--- src/rtl/fw_ram_scrubber_pkg.sv ---
// Shared state encoding, default parameters and bus constants for the FW RAM scrubber.
package fw_ram_scrubber_pkg;

  localparam int unsigned DEF_NUM_WORDS = 32'd512;
  localparam logic [31:0] DEF_FILL_WORD = 32'h0000_0000;
  localparam int unsigned DEF_TIMEOUT   = 32'd16;

  localparam int unsigned ADDR_W = 32'd9;
  localparam int unsigned DATA_W = 32'd32;

  localparam logic [3:0] WE_WRITE = 4'hf;
  localparam logic [3:0] WE_READ  = 4'h0;

  typedef enum logic [2:0] {
    ST_IDLE   = 3'd0,
    ST_WRITE  = 3'd1,
    ST_WGAP   = 3'd2,
    ST_READ   = 3'd3,
    ST_RGAP   = 3'd4,
    ST_FINISH = 3'd5
  } state_t;

  // States that drive a bus request and wait for the responder ack.
  function automatic logic is_access(input state_t s);
    return (s == ST_WRITE) || (s == ST_READ);
  endfunction

  function automatic logic is_active(input state_t s);
    return (s == ST_WRITE) || (s == ST_WGAP) || (s == ST_READ) || (s == ST_RGAP);
  endfunction

endpackage

--- src/rtl/fw_ram_scrub_timeout.sv ---
// Loadable down-counter bounding how long one bus access may wait for mem_ready.
module fw_ram_scrub_timeout
  import fw_ram_scrubber_pkg::*;
#(
  parameter int unsigned TIMEOUT = DEF_TIMEOUT
) (
  input  logic clk,
  input  logic reset_n,
  input  logic load,
  input  logic enable,
  output logic expired
);

  localparam int unsigned CNT_W = $clog2(TIMEOUT + 32'd1);
  // Loading TIMEOUT-1 makes expiry coincide with the TIMEOUT-th waiting cycle.
  localparam logic [CNT_W-1:0] LOAD_VAL = CNT_W'(TIMEOUT - 32'd1);

  logic [CNT_W-1:0] count;
  logic [CNT_W-1:0] count_next;

  // Next count: reload on access entry, otherwise count down to zero and hold.
  always_comb begin
    count_next = count;
    if (load) begin
      count_next = LOAD_VAL;
    end else if (enable && (count != {CNT_W{1'b0}})) begin
      count_next = count - CNT_W'(1);
    end else begin
      count_next = count;
    end
  end

  // Counter and registered expiry flag.
  always_ff @(posedge clk or negedge reset_n) begin
    if (!reset_n) begin
      count   <= {CNT_W{1'b0}};
      expired <= 1'b0;
    end else begin
      count   <= count_next;
      expired <= (count_next == {CNT_W{1'b0}});
    end
  end

endmodule

--- src/rtl/fw_ram_scrubber.sv ---
// Fills NUM_WORDS words of FW RAM with FILL_WORD; define FW_RAM_SCRUB_VERIFY_EN
// to read every word back and flag a mismatch.
module fw_ram_scrubber
  import fw_ram_scrubber_pkg::*;
#(
  parameter int unsigned       NUM_WORDS = DEF_NUM_WORDS,
  parameter logic [DATA_W-1:0] FILL_WORD = DEF_FILL_WORD,
  parameter int unsigned       TIMEOUT   = DEF_TIMEOUT
) (
  input  logic              clk,
  input  logic              reset_n,
  input  logic              start,
  output logic              busy,
  output logic              done,
  output logic              error,
  output logic              mem_cs,
  output logic [3:0]        mem_we,
  output logic [ADDR_W-1:0] mem_address,
  output logic [DATA_W-1:0] mem_write_data,
  input  logic [DATA_W-1:0] mem_read_data,
  input  logic              mem_ready
);

  localparam logic [ADDR_W-1:0] LAST_ADDR = ADDR_W'(NUM_WORDS - 32'd1);

  state_t            state;
  state_t            next_state;
  logic [ADDR_W-1:0] addr;
  logic [ADDR_W-1:0] next_addr;

  logic       busy_next;
  logic       done_next;
  logic       error_next;
  logic       cs_next;
  logic [3:0] we_next;

  logic tmo_load;
  logic tmo_enable;
  logic tmo_expired;

`ifdef FW_RAM_SCRUB_VERIFY_EN
  logic read_bad;
  assign read_bad = (mem_read_data != FILL_WORD);
`else
  logic read_data_unused;
  assign read_data_unused = ^mem_read_data;
`endif

  assign tmo_load   = is_access(next_state) && (next_state != state);
  assign tmo_enable = is_access(state);

  fw_ram_scrub_timeout #(
    .TIMEOUT (TIMEOUT)
  ) u_timeout (
    .clk     (clk),
    .reset_n (reset_n),
    .load    (tmo_load),
    .enable  (tmo_enable),
    .expired (tmo_expired)
  );

  // State and address registers.
  always_ff @(posedge clk or negedge reset_n) begin
    if (!reset_n) begin
      state <= ST_IDLE;
      addr  <= {ADDR_W{1'b0}};
    end else begin
      state <= next_state;
      addr  <= next_addr;
    end
  end

  // Next-state and address sequencing; the gap states ignore the stale ack.
  always_comb begin
    next_state = state;
    next_addr  = addr;
    case (state)
      ST_IDLE: begin
        if (start) begin
          next_state = ST_WRITE;
          next_addr  = {ADDR_W{1'b0}};
        end else begin
          next_state = ST_IDLE;
        end
      end
      ST_WRITE: begin
        if (mem_ready) begin
          next_state = ST_WGAP;
        end else if (tmo_expired) begin
          next_state = ST_FINISH;
        end else begin
          next_state = ST_WRITE;
        end
      end
      ST_WGAP: begin
`ifdef FW_RAM_SCRUB_VERIFY_EN
        next_state = ST_READ;
`else
        if (addr == LAST_ADDR) begin
          next_state = ST_FINISH;
        end else begin
          next_state = ST_WRITE;
          next_addr  = addr + ADDR_W'(1);
        end
`endif
      end
`ifdef FW_RAM_SCRUB_VERIFY_EN
      ST_READ: begin
        if (mem_ready) begin
          if (read_bad) begin
            next_state = ST_FINISH;
          end else begin
            next_state = ST_RGAP;
          end
        end else if (tmo_expired) begin
          next_state = ST_FINISH;
        end else begin
          next_state = ST_READ;
        end
      end
      ST_RGAP: begin
        if (addr == LAST_ADDR) begin
          next_state = ST_FINISH;
        end else begin
          next_state = ST_WRITE;
          next_addr  = addr + ADDR_W'(1);
        end
      end
`endif
      ST_FINISH: begin
        next_state = ST_IDLE;
      end
      default: begin
        next_state = ST_IDLE;
      end
    endcase
  end

  // Output values for the coming state; leaving an access straight to FINISH is a failure.
  always_comb begin
    cs_next   = is_access(next_state);
    we_next   = (next_state == ST_WRITE) ? WE_WRITE : WE_READ;
    busy_next = is_active(next_state);
    done_next = (next_state == ST_FINISH);
    if ((state == ST_IDLE) && start) begin
      error_next = 1'b0;
    end else if (is_access(state) && (next_state == ST_FINISH)) begin
      error_next = 1'b1;
    end else begin
      error_next = error;
    end
  end

  // Registered outputs.
  always_ff @(posedge clk or negedge reset_n) begin
    if (!reset_n) begin
      busy   <= 1'b0;
      done   <= 1'b0;
      error  <= 1'b0;
      mem_cs <= 1'b0;
      mem_we <= WE_READ;
    end else begin
      busy   <= busy_next;
      done   <= done_next;
      error  <= error_next;
      mem_cs <= cs_next;
      mem_we <= we_next;
    end
  end

  assign mem_address    = addr;
  assign mem_write_data = FILL_WORD;

endmodule

--- config.mk ---
export PLATFORM = sky130hd
export DESIGN_NAME = fw_ram_scrubber
export DESIGN_NICKNAME = d
export VERILOG_FILES = /design/src/rtl/fw_ram_scrubber_pkg.sv /design/src/rtl/fw_ram_scrub_timeout.sv /design/src/rtl/fw_ram_scrubber.sv
export SDC_FILE = /design/constraint.sdc
export NUM_CORES = 1
export LEC_CHECK = 0
export CORE_ASPECT_RATIO = 0.75
export CORE_MARGIN = 2
export CORE_UTILIZATION = 40
export DETAILED_ROUTE_END_ITERATION = 7
export PLACE_DENSITY = 0.88
export SLEW_MARGIN = 20
export SYNTH_ARGS = -nofsm -noshare
export SYNTH_HDL_FRONTEND = slang
export SYNTH_SLANG_ARGS = --single-unit
--- constraint.sdc ---
create_clock -name clk -period 5.5 [get_ports clk]
set_clock_uncertainty 0.1 [all_clocks]
set_input_delay 1.1 -clock clk [delete_from_list [all_inputs] [get_ports clk]]
set_output_delay 1.1 -clock clk [all_outputs]
set_load 0.02 [all_outputs]
Word level (Yosys, flattened, before mapping) --
Index checks and enable logic that the tools add are counted.
Storage, ports and cells: register bits 26, input bits 36, output and inout bits 49, logic and storage cells 51
Operators by class: $add $sub $neg 2, equal/unequal tests 12, multiplexer cells 13, reductions and logical operators 15
Operators with widths (count):
- $mux 9 | 2
- $pmux 9 s2 | 1
- $eq 3x2->1 const B | 4
- $mux 5 | 2
- $add 9x1->9 const B | 1
- $eq 9x9->1 const B | 1
- $mux 3 | 3
- $pmux 3 s3 | 1
- $eq 3x1->1 const B | 2
- $eq 3x3->1 const B | 2
- $logic_not 5->1 | 1
- $logic_or 1x1->1 | 5
- $reduce_bool 5->1 | 1
- $sub 5x1->5 const B | 1
- $logic_and 1x1->1 | 4
- $mux 4 | 1
- $ne 2x2->1 const B | 2
- $reduce_bool 2->1 | 2
- $logic_not 3->1 | 1
- $mux 1 | 3
- $ne 3x3->1 | 1
- $reduce_and 3->1 | 1

Longest topological paths before layout --
Gate-level depths: netlist of the first run.
depth in word-level cells 8, gate-level depth with buffers 8, depth with buffers taken out 7

Hierarchy --
Synthesis of the first run repeated with hierarchy kept, for this count alone.
Second synthesis, totals: cell total of the unflattened synthesis 138, area total of the unflattened synthesis 1358.8 sq um
Modules (own cells, without submodules):
- fw_ram_scrubber | times used 1, cells an instance 109, area an instance 1057.3 sq um
- fw_ram_scrub_timeout | times used 1, cells an instance 29, area an instance 301.5 sq um

Worst setup path before layout of the first run --
OpenSTA, ideal clock, no wires.
path kind register to register, start point reg addr[0], in the netlist mem_address[0], end point reg addr[7], in the netlist mem_address[7], library setup time 0.125 ns, data arrival time 2.026 ns, required time 5.275 ns, path slack 3.249 ns, stages on the path, launching flop included 9, path buffers 1, period minus slack after synthesis 2.251 ns, cells stage by stage dfrtp_1 > ha_1 > nand2_1 > nor3_1 > ha_1 > a211o_1 > buf_6 > nor4_1 > mux2_2
Between the ends: cells in the longest elaborated chain, start to end 3, elaborated cells on any way between the ends 6
Ends and longest elaborated chain:
- start: declaration | RTL line fw_ram_scrubber.sv:28 | logic [ADDR_W-1:0] addr;
- start signal: assignment | RTL line fw_ram_scrubber.sv:66 | addr <= {ADDR_W{1'b0}};
- start signal: assignment | RTL line fw_ram_scrubber.sv:69 | addr <= next_addr;
- $add 9x1->9 or $eq 9x9->1 (tied branches) | RTL line fw_ram_scrubber.sv:103, fw_ram_scrubber.sv:99
- $mux 9 or $ne 2x2->1 (tied branches)
- $pmux 9 s2 or $reduce_and 3->1 (tied branches)
Parallel ways exist; a longest one is shown, timed or not. The select of a mux whose other input is x is not followed. A chain may end at the register's enable or synchronous reset.

Final worst setup path of the first run --
start point in start, end point reg addr[7], in the netlist mem_address[7]
Between the ends: cells in the longest elaborated chain, start to end 2
Ends and longest elaborated chain:
- start: declaration | RTL line fw_ram_scrubber.sv:12 | input logic start,
- $ne 2x2->1 (no source line)
- $reduce_and 3->1 (no source line)
Every way passes these cells.

==> run metrics, run 1 <==
adder-cell share of the synthesized area=0.0262; Post-Synthesis Mean Instance Area=slightly below 10 um2; Die H=~56 um; Final nets=approximately 200; final wirelength=between 2 and 2.5 mm; max reg flops=9; CP max stage cell=nor4b_2; CTS Root Cell=clkbuf_8; number of synthesized flops with an enable pin=0; Setup Crit Path Kind=primary input to flip-flop; via density per instance=a little over 5; Static Leak=a little under 0.7 nW; fin crit share=0.471; Overflow after GRT=0; chip width=about 73 um; CTS tree=built; Max Cap Viol=0; hold_ws=445 ps; number of library cell types mapped by synthesis=between 40 and 50; #FFs+latches synth=23; post-synthesis cell count=148; GPL Wtd Cong=0.763; largest family of logic cells by synthesized area=buffers and inverters; crit path buf inv count=1; setup bufs post-CTS=0; hold violation count in the final report=0; Synth Area in Compound Gates=0.143; Crit. End Element=flip-flop; crit-path leading delay family=simple AND/OR/NAND/NOR gates; Cell Pwr Density=roughly 320 mW/mm2; port bufs=20; Yosys warnings=0; vias in the first global route=around 860; Sum Neg Setup Slack=0 ps; core area=0.00336 mm2; Slew headroom=0.564; total CTS buffers=3; Worst VDD drop=between 0.15 and 0.2 mV; register area share after synthesis=0.401; f_max=386 MHz; Critical Path RT=between 5000 and 6000 ps; FP Rows=18; Detailed Routing Iterations Pass 1=4; drt initial violations=32; leading cell types in the layout, fill and taps excluded=conb_1 (32), dfrtp_1 (23), clkdlybuf4s50_1 (19), a21oi_1 (10); latest clock arrival within the worst-skew pair=around 260 ps; RSZ-0062 raised after global routing=no; DP Area=0.00151 mm2; post-route minimum period=roughly 2600 ps; proportion of layout cells with a drive suffix above 1=0.0671; Reg clk slew, reported paths=80 ps; commonest non-fill, non-tap cell in the layout=conb_1; H-tree depth=1; global-route wire length before repair=3.91 mm; Synth Flop Type=dfrtp_1; Post-CTS Hold Buffers=0; remaining antenna violation count=0; status=finished, final reports clean; pre-CTS WS=2650 ps; Setup Viol. Count Final=0; CTS Sinks=23; Die Area=~0.0041 mm2; CTS resizes=0; I/O pin count=85; max-slew violation count=0; Synth-to-Final Area Change=8.20%; pin count of the biggest net entering global routing=24; antenna diode count=0; Final HPWL DP=1.86 mm; Total Routing Usage GR=0.121; residual DRC count=0; worst setup margin=2910 ps; Min-Delay Path Class=flip-flop to flip-flop; worst slew pin tran=653 ps; Max FO, Critical Path=7; Non-Filler Cell Area, Final=about 0.0016 mm2; Max Buffers Root-to-Sink=2; crit path DAT=approximately 2700 ps; worst path cell trace=clkdlybuf4s50_1, nor4b_2, nor2b_1, mux2_2; Worst Setup Start Kind=primary input; Post-Syn Area=approximately 0.0014 mm2; simple logic cell fraction of the synthesized area=0.173; initial core utilization=0.427; post-synthesis async set-or-reset flop share=1.00; crit-path max cell delay=about 590 ps; initial antenna violation count=0; mux share of post-synthesis cell area=0.0297; vias=1,028; drt wl/cell=between 10 and 15 um; xor/xnor share of the synthesized area=0.00611
-- layout make-up --
class,count,area (um2)
multi-input cells,111,662
inverters,6,22.5
clock inverters,1,5.00
fillers,328,1800
repair buffers,20,195
clock buffers,3,41.3
well taps,40,50.0
flip-flops and latches,23,576
-- synth_stat cells (all sizes together) (2+ instances only) --
master	count	area, um2
dfrtp	23	576
nand3	3	15.0
and3	3	18.8
mux2	2	22.5
o21ai	6	30.0
inv	6	22.5
a21oi	10	50.1
nand2	4	15.0
o31ai	4	30.0
a2111oi	2	18.8
mux2i	2	20.0
nor4b	2	23.8
nor3	5	25.0
or4	5	37.5
a22o	3	26.3
nor2	5	18.8
buf	38	287
nor2b	2	12.5
ha	3	37.5
nand4	2	12.5
-- worst paths after layout --
check | startpoint | to | slack [ps] | depth (start not counted)
min in group asynchronous | reset_n | done | 690 | 1
worst max-delay path | start | mem_address[7] | 2910 | 4
worst min-delay path | u_timeout.count[3] | u_timeout.expired | 450 | 1
worst min register to register | u_timeout.count[3] | u_timeout.expired | 450 | 1
max in group asynchronous | reset_n | u_timeout.count[0] | 4280 | 1
worst max register to register | mem_address[0] | mem_address[7] | 3150 | 7
-- stage by stage --
stage	power [W]	std cells	util
floorplan	0.000368	179	-
detailed placement	0.000400	200	0.450
global placement	0.000394	200	0.450
finish	0.000499	204	0.462
global route	0.000532	204	0.462
CTS	0.000505	204	0.464
-- cells by family (layout without fill, tap and decap cells) --
| kind of cell | count (synthesis) | in the layout |
|---|---|---|
| multiplexers | 4 | 4 |
| XOR/XNOR | 1 | 1 |
| flip-flops | 23 | 23 |
| adder cells (fa/ha/maj) | 3 | 3 |
| other | 1 | 32 |
| AND/OR/NAND/NOR | 40 | 40 |
| buffers and inverters | 45 | 30 |
| AO/OA/AOI/OAI | 31 | 31 |
-- routing by layer --
layer | vias to the layer above | GRT usage | routed length, um
li1 | 500 | - | -
met1 | 491 | 0.175 | 1140
met2 | 33 | 0.172 | 1130
met3 | 4 | 0.0435 | 161
met4 | 0 | 0.0238 | 22
met5 | - | 0 | 0
-- report_power, final --
| group | total [W] | leakage [nW] | switching (W) | internal (W) |
|---|---|---|---|---|
| sequential | 0.000228 | 0.291 | 0.0000340 | 0.000194 |
| combinational | 0.000169 | 0.374 | 0.0000983 | 0.0000705 |
| clock | 0.000102 | 0.0255 | 0.0000515 | 0.0000506 |
| total | 0.000499 | 0.690 | 0.000184 | 0.000315 |
Note: power is estimated with default switching activity, not from simulation.
==> run 2, diff against run 1 <==
--- a/config.mk
+++ b/config.mk
@@ -7,9 +7,9 @@
 export LEC_CHECK = 0
 export CORE_ASPECT_RATIO = 0.75
 export CORE_MARGIN = 2
-export CORE_UTILIZATION = 40
+export CORE_UTILIZATION = 38
 export DETAILED_ROUTE_END_ITERATION = 7
-export PLACE_DENSITY = 0.88
+export PLACE_DENSITY = 0.84
 export SLEW_MARGIN = 20
 export SYNTH_ARGS = -nofsm -noshare
 export SYNTH_HDL_FRONTEND = slang
==> constraint.sdc (replaced) <==
create_clock -name clk -period 2.45 [get_ports clk]
set_clock_uncertainty 0.1 [all_clocks]
set_input_delay 0.49 -clock clk [delete_from_list [all_inputs] [get_ports clk]]
set_output_delay 0.49 -clock clk [all_outputs]
set_load 0.02 [all_outputs]
==> run 2 against run 1 <==
Flip-flop and latch count unchanged; core utilization fell by 2.2 points; clock power grew 130%; critical endpoint unchanged; critical path type is now flip-flop to flip-flop; global-route usage down 0.11 points.
==> run metrics, run 2 (same netlist as run 1, synthesis figures left out) <==
status=finished, final reports clean; I/O pin count=85 (unchanged); Setup Viol. Count Final=0 (unchanged); hold violation count in the final report=0 (unchanged); crit path DAT=2350 ps (-300 ps); pre-CTS WS=151 ps (-2500 ps); antenna diode count=0 (unchanged); worst slew pin tran=500 ps (-153 ps); max-slew violation count=0 (unchanged); Synth-to-Final Area Change=11.7%; Die H=57.2 um (+2.4%); initial antenna violation count=0 (unchanged); Die Area=0.00429 mm2 (+4.9%); leading cell types in the layout, fill and taps excluded=conb_1 (32), dfrtp_1 (23), clkdlybuf4s50_1 (20), a21oi_1 (10); Min-Delay Path Class=flip-flop to flip-flop; Max Buffers Root-to-Sink=2 (unchanged); Reg clk slew, reported paths=80 ps (about the same); Max FO, Critical Path=11 (+4); Setup Crit Path Kind=flip-flop to flip-flop; Post-CTS Hold Buffers=0 (unchanged); Worst VDD drop=0.399 mV (+130%); CTS resizes=0 (unchanged); CTS Sinks=23 (unchanged); commonest non-fill, non-tap cell in the layout=conb_1; Final HPWL DP=1.86 mm (-0.15%); max reg flops=9 (unchanged); Static Leak=0.711 nW (+3.0%); latest clock arrival within the worst-skew pair=260 ps (about the same); CTS Root Cell=clkbuf_8; Detailed Routing Iterations Pass 1=4 (unchanged); Max Cap Viol=0 (unchanged); global-route wire length before repair=4.00 mm (+2.1%); final wirelength=2.50 mm (+2.1%); vias in the first global route=889 (+3.5%); most used cell, CP=ha_1; vias=996 (-3.1%); total CTS buffers=3 (unchanged); remaining antenna violation count=0 (unchanged); drt wl/cell=11.4 um (-5.3%); port bufs=20 (unchanged); H-tree depth=1 (unchanged); via density per instance=4.53 (-10%); worst setup margin=153 ps (-2750 ps); worst path cell trace=ha_1, nand2_1, nor3_1, ha_1, a211o_1, nor4_1, mux2_2; drt initial violations=96 (+200%); GPL Wtd Cong=0.729 (-4.4%); pin count of the biggest net entering global routing=24 (unchanged); crit-path max cell delay=440 ps (-150 ps); RSZ-0062 raised after global routing=no; Filler cells=366 (+12%); hold_ws=453 ps (+7.64 ps); setup bufs post-CTS=0 (unchanged); f_max=435 MHz; Total Routing Usage GR=0.120 (-0.00113); Final nets=208 (+2.0%); initial core utilization=0.394 (-0.0331); chip width=74.9 um (+2.5%); CP max stage cell=dfrtp_1; Cell Pwr Density=710 mW/mm2 (+120%); Sum Neg Setup Slack=0 ps (unchanged); Critical Path RT=2500 ps (-3050 ps); reg2reg setup slack=150 ps (-3000 ps); Crit. End Element=flip-flop; CTS tree=built; FP Rows=19 (+1); proportion of layout cells with a drive suffix above 1=0.0833 (+0.0163); Worst Setup Start Kind=flip-flop; core area=0.00364 mm2 (+8.4%); residual DRC count=0 (unchanged); Slew headroom=0.663 (+0.0994); fin crit share=0.937; Overflow after GRT=0 (unchanged); post-route minimum period=around 2300 ps
==> run 2: changes by cell type in the layout (fill, tap and decap cells not counted) <==
| cell | delta |
|---|---|
| buf_4 | +4 |
| buf_2 | -1 |
| clkdlybuf4s50_1 | +1 |
==> run 2: routing by layer <==
metal / track usage / vias up / wire [um]
li1: - / 505 / -
met1: 0.169 / 466 / 1200
met2: 0.189 / 25 / 1190
met3: 0.0389 / 0 / 116
met4: 0.00765 / 0 / 0
met5: 0 / - / 0
==> run 2: cell type report <==
type	instances	area, um2	share of cell area
Tap cell	52	65.1	0.0406
Multi-Input combinational cell	111	662	0.413
Clock buffer	3	41.3	0.0258
Sequential cell	23	576	0.359
Inverter	6	22.5	0.0141
Clock inverter	1	5.00	0.00312
Timing Repair Buffer	24	230	0.144
==> run 2: path summary, 6_finish.rpt <==
| path | cells past startpoint | endpoint | startpoint |
|---|---|---|---|
| worst max-delay path | 7 | mem_address[7] | mem_address[0] |
| min in group asynchronous | 2 | mem_we[2] | reset_n |
| worst min register to register | 2 | u_timeout.count[4] | u_timeout.count[4] |
| worst min-delay path | 2 | u_timeout.count[4] | u_timeout.count[4] |
| worst max register to register | 7 | mem_address[7] | mem_address[0] |
| max in group asynchronous | 2 | mem_address[7] | reset_n |
==> run 2: report_power, final <==
part | internal (W) | switching (W) | total [W]
clock | 0.000113 | 0.000121 | 0.000234
combinational | 0.000164 | 0.000225 | 0.000389
sequential | 0.000436 | 0.0000781 | 0.000514
total | 0.000714 | 0.000424 | 0.00114
==> run 2: worst max-delay path: cells and delay by family (launching register included) <==
kind / cells / cell delay, ps
flops: 1 / 440
fa+ha+maj: 2 / 420
simple gates: 3 / 440
compound gates: 1 / 410
mux: 1 / 370
==> run 2: metrics by stage <==
step,total power (W),utilization,instances,cell area (um2)
after floorplan,0.000826,-,179,1550
after global placement,0.000893,0.428,216,1560
after detailed placement,0.000905,0.428,216,1560
after CTS,0.00115,0.440,220,1600
after global routing,0.00122,0.440,220,1600
final,0.00114,0.440,220,1600
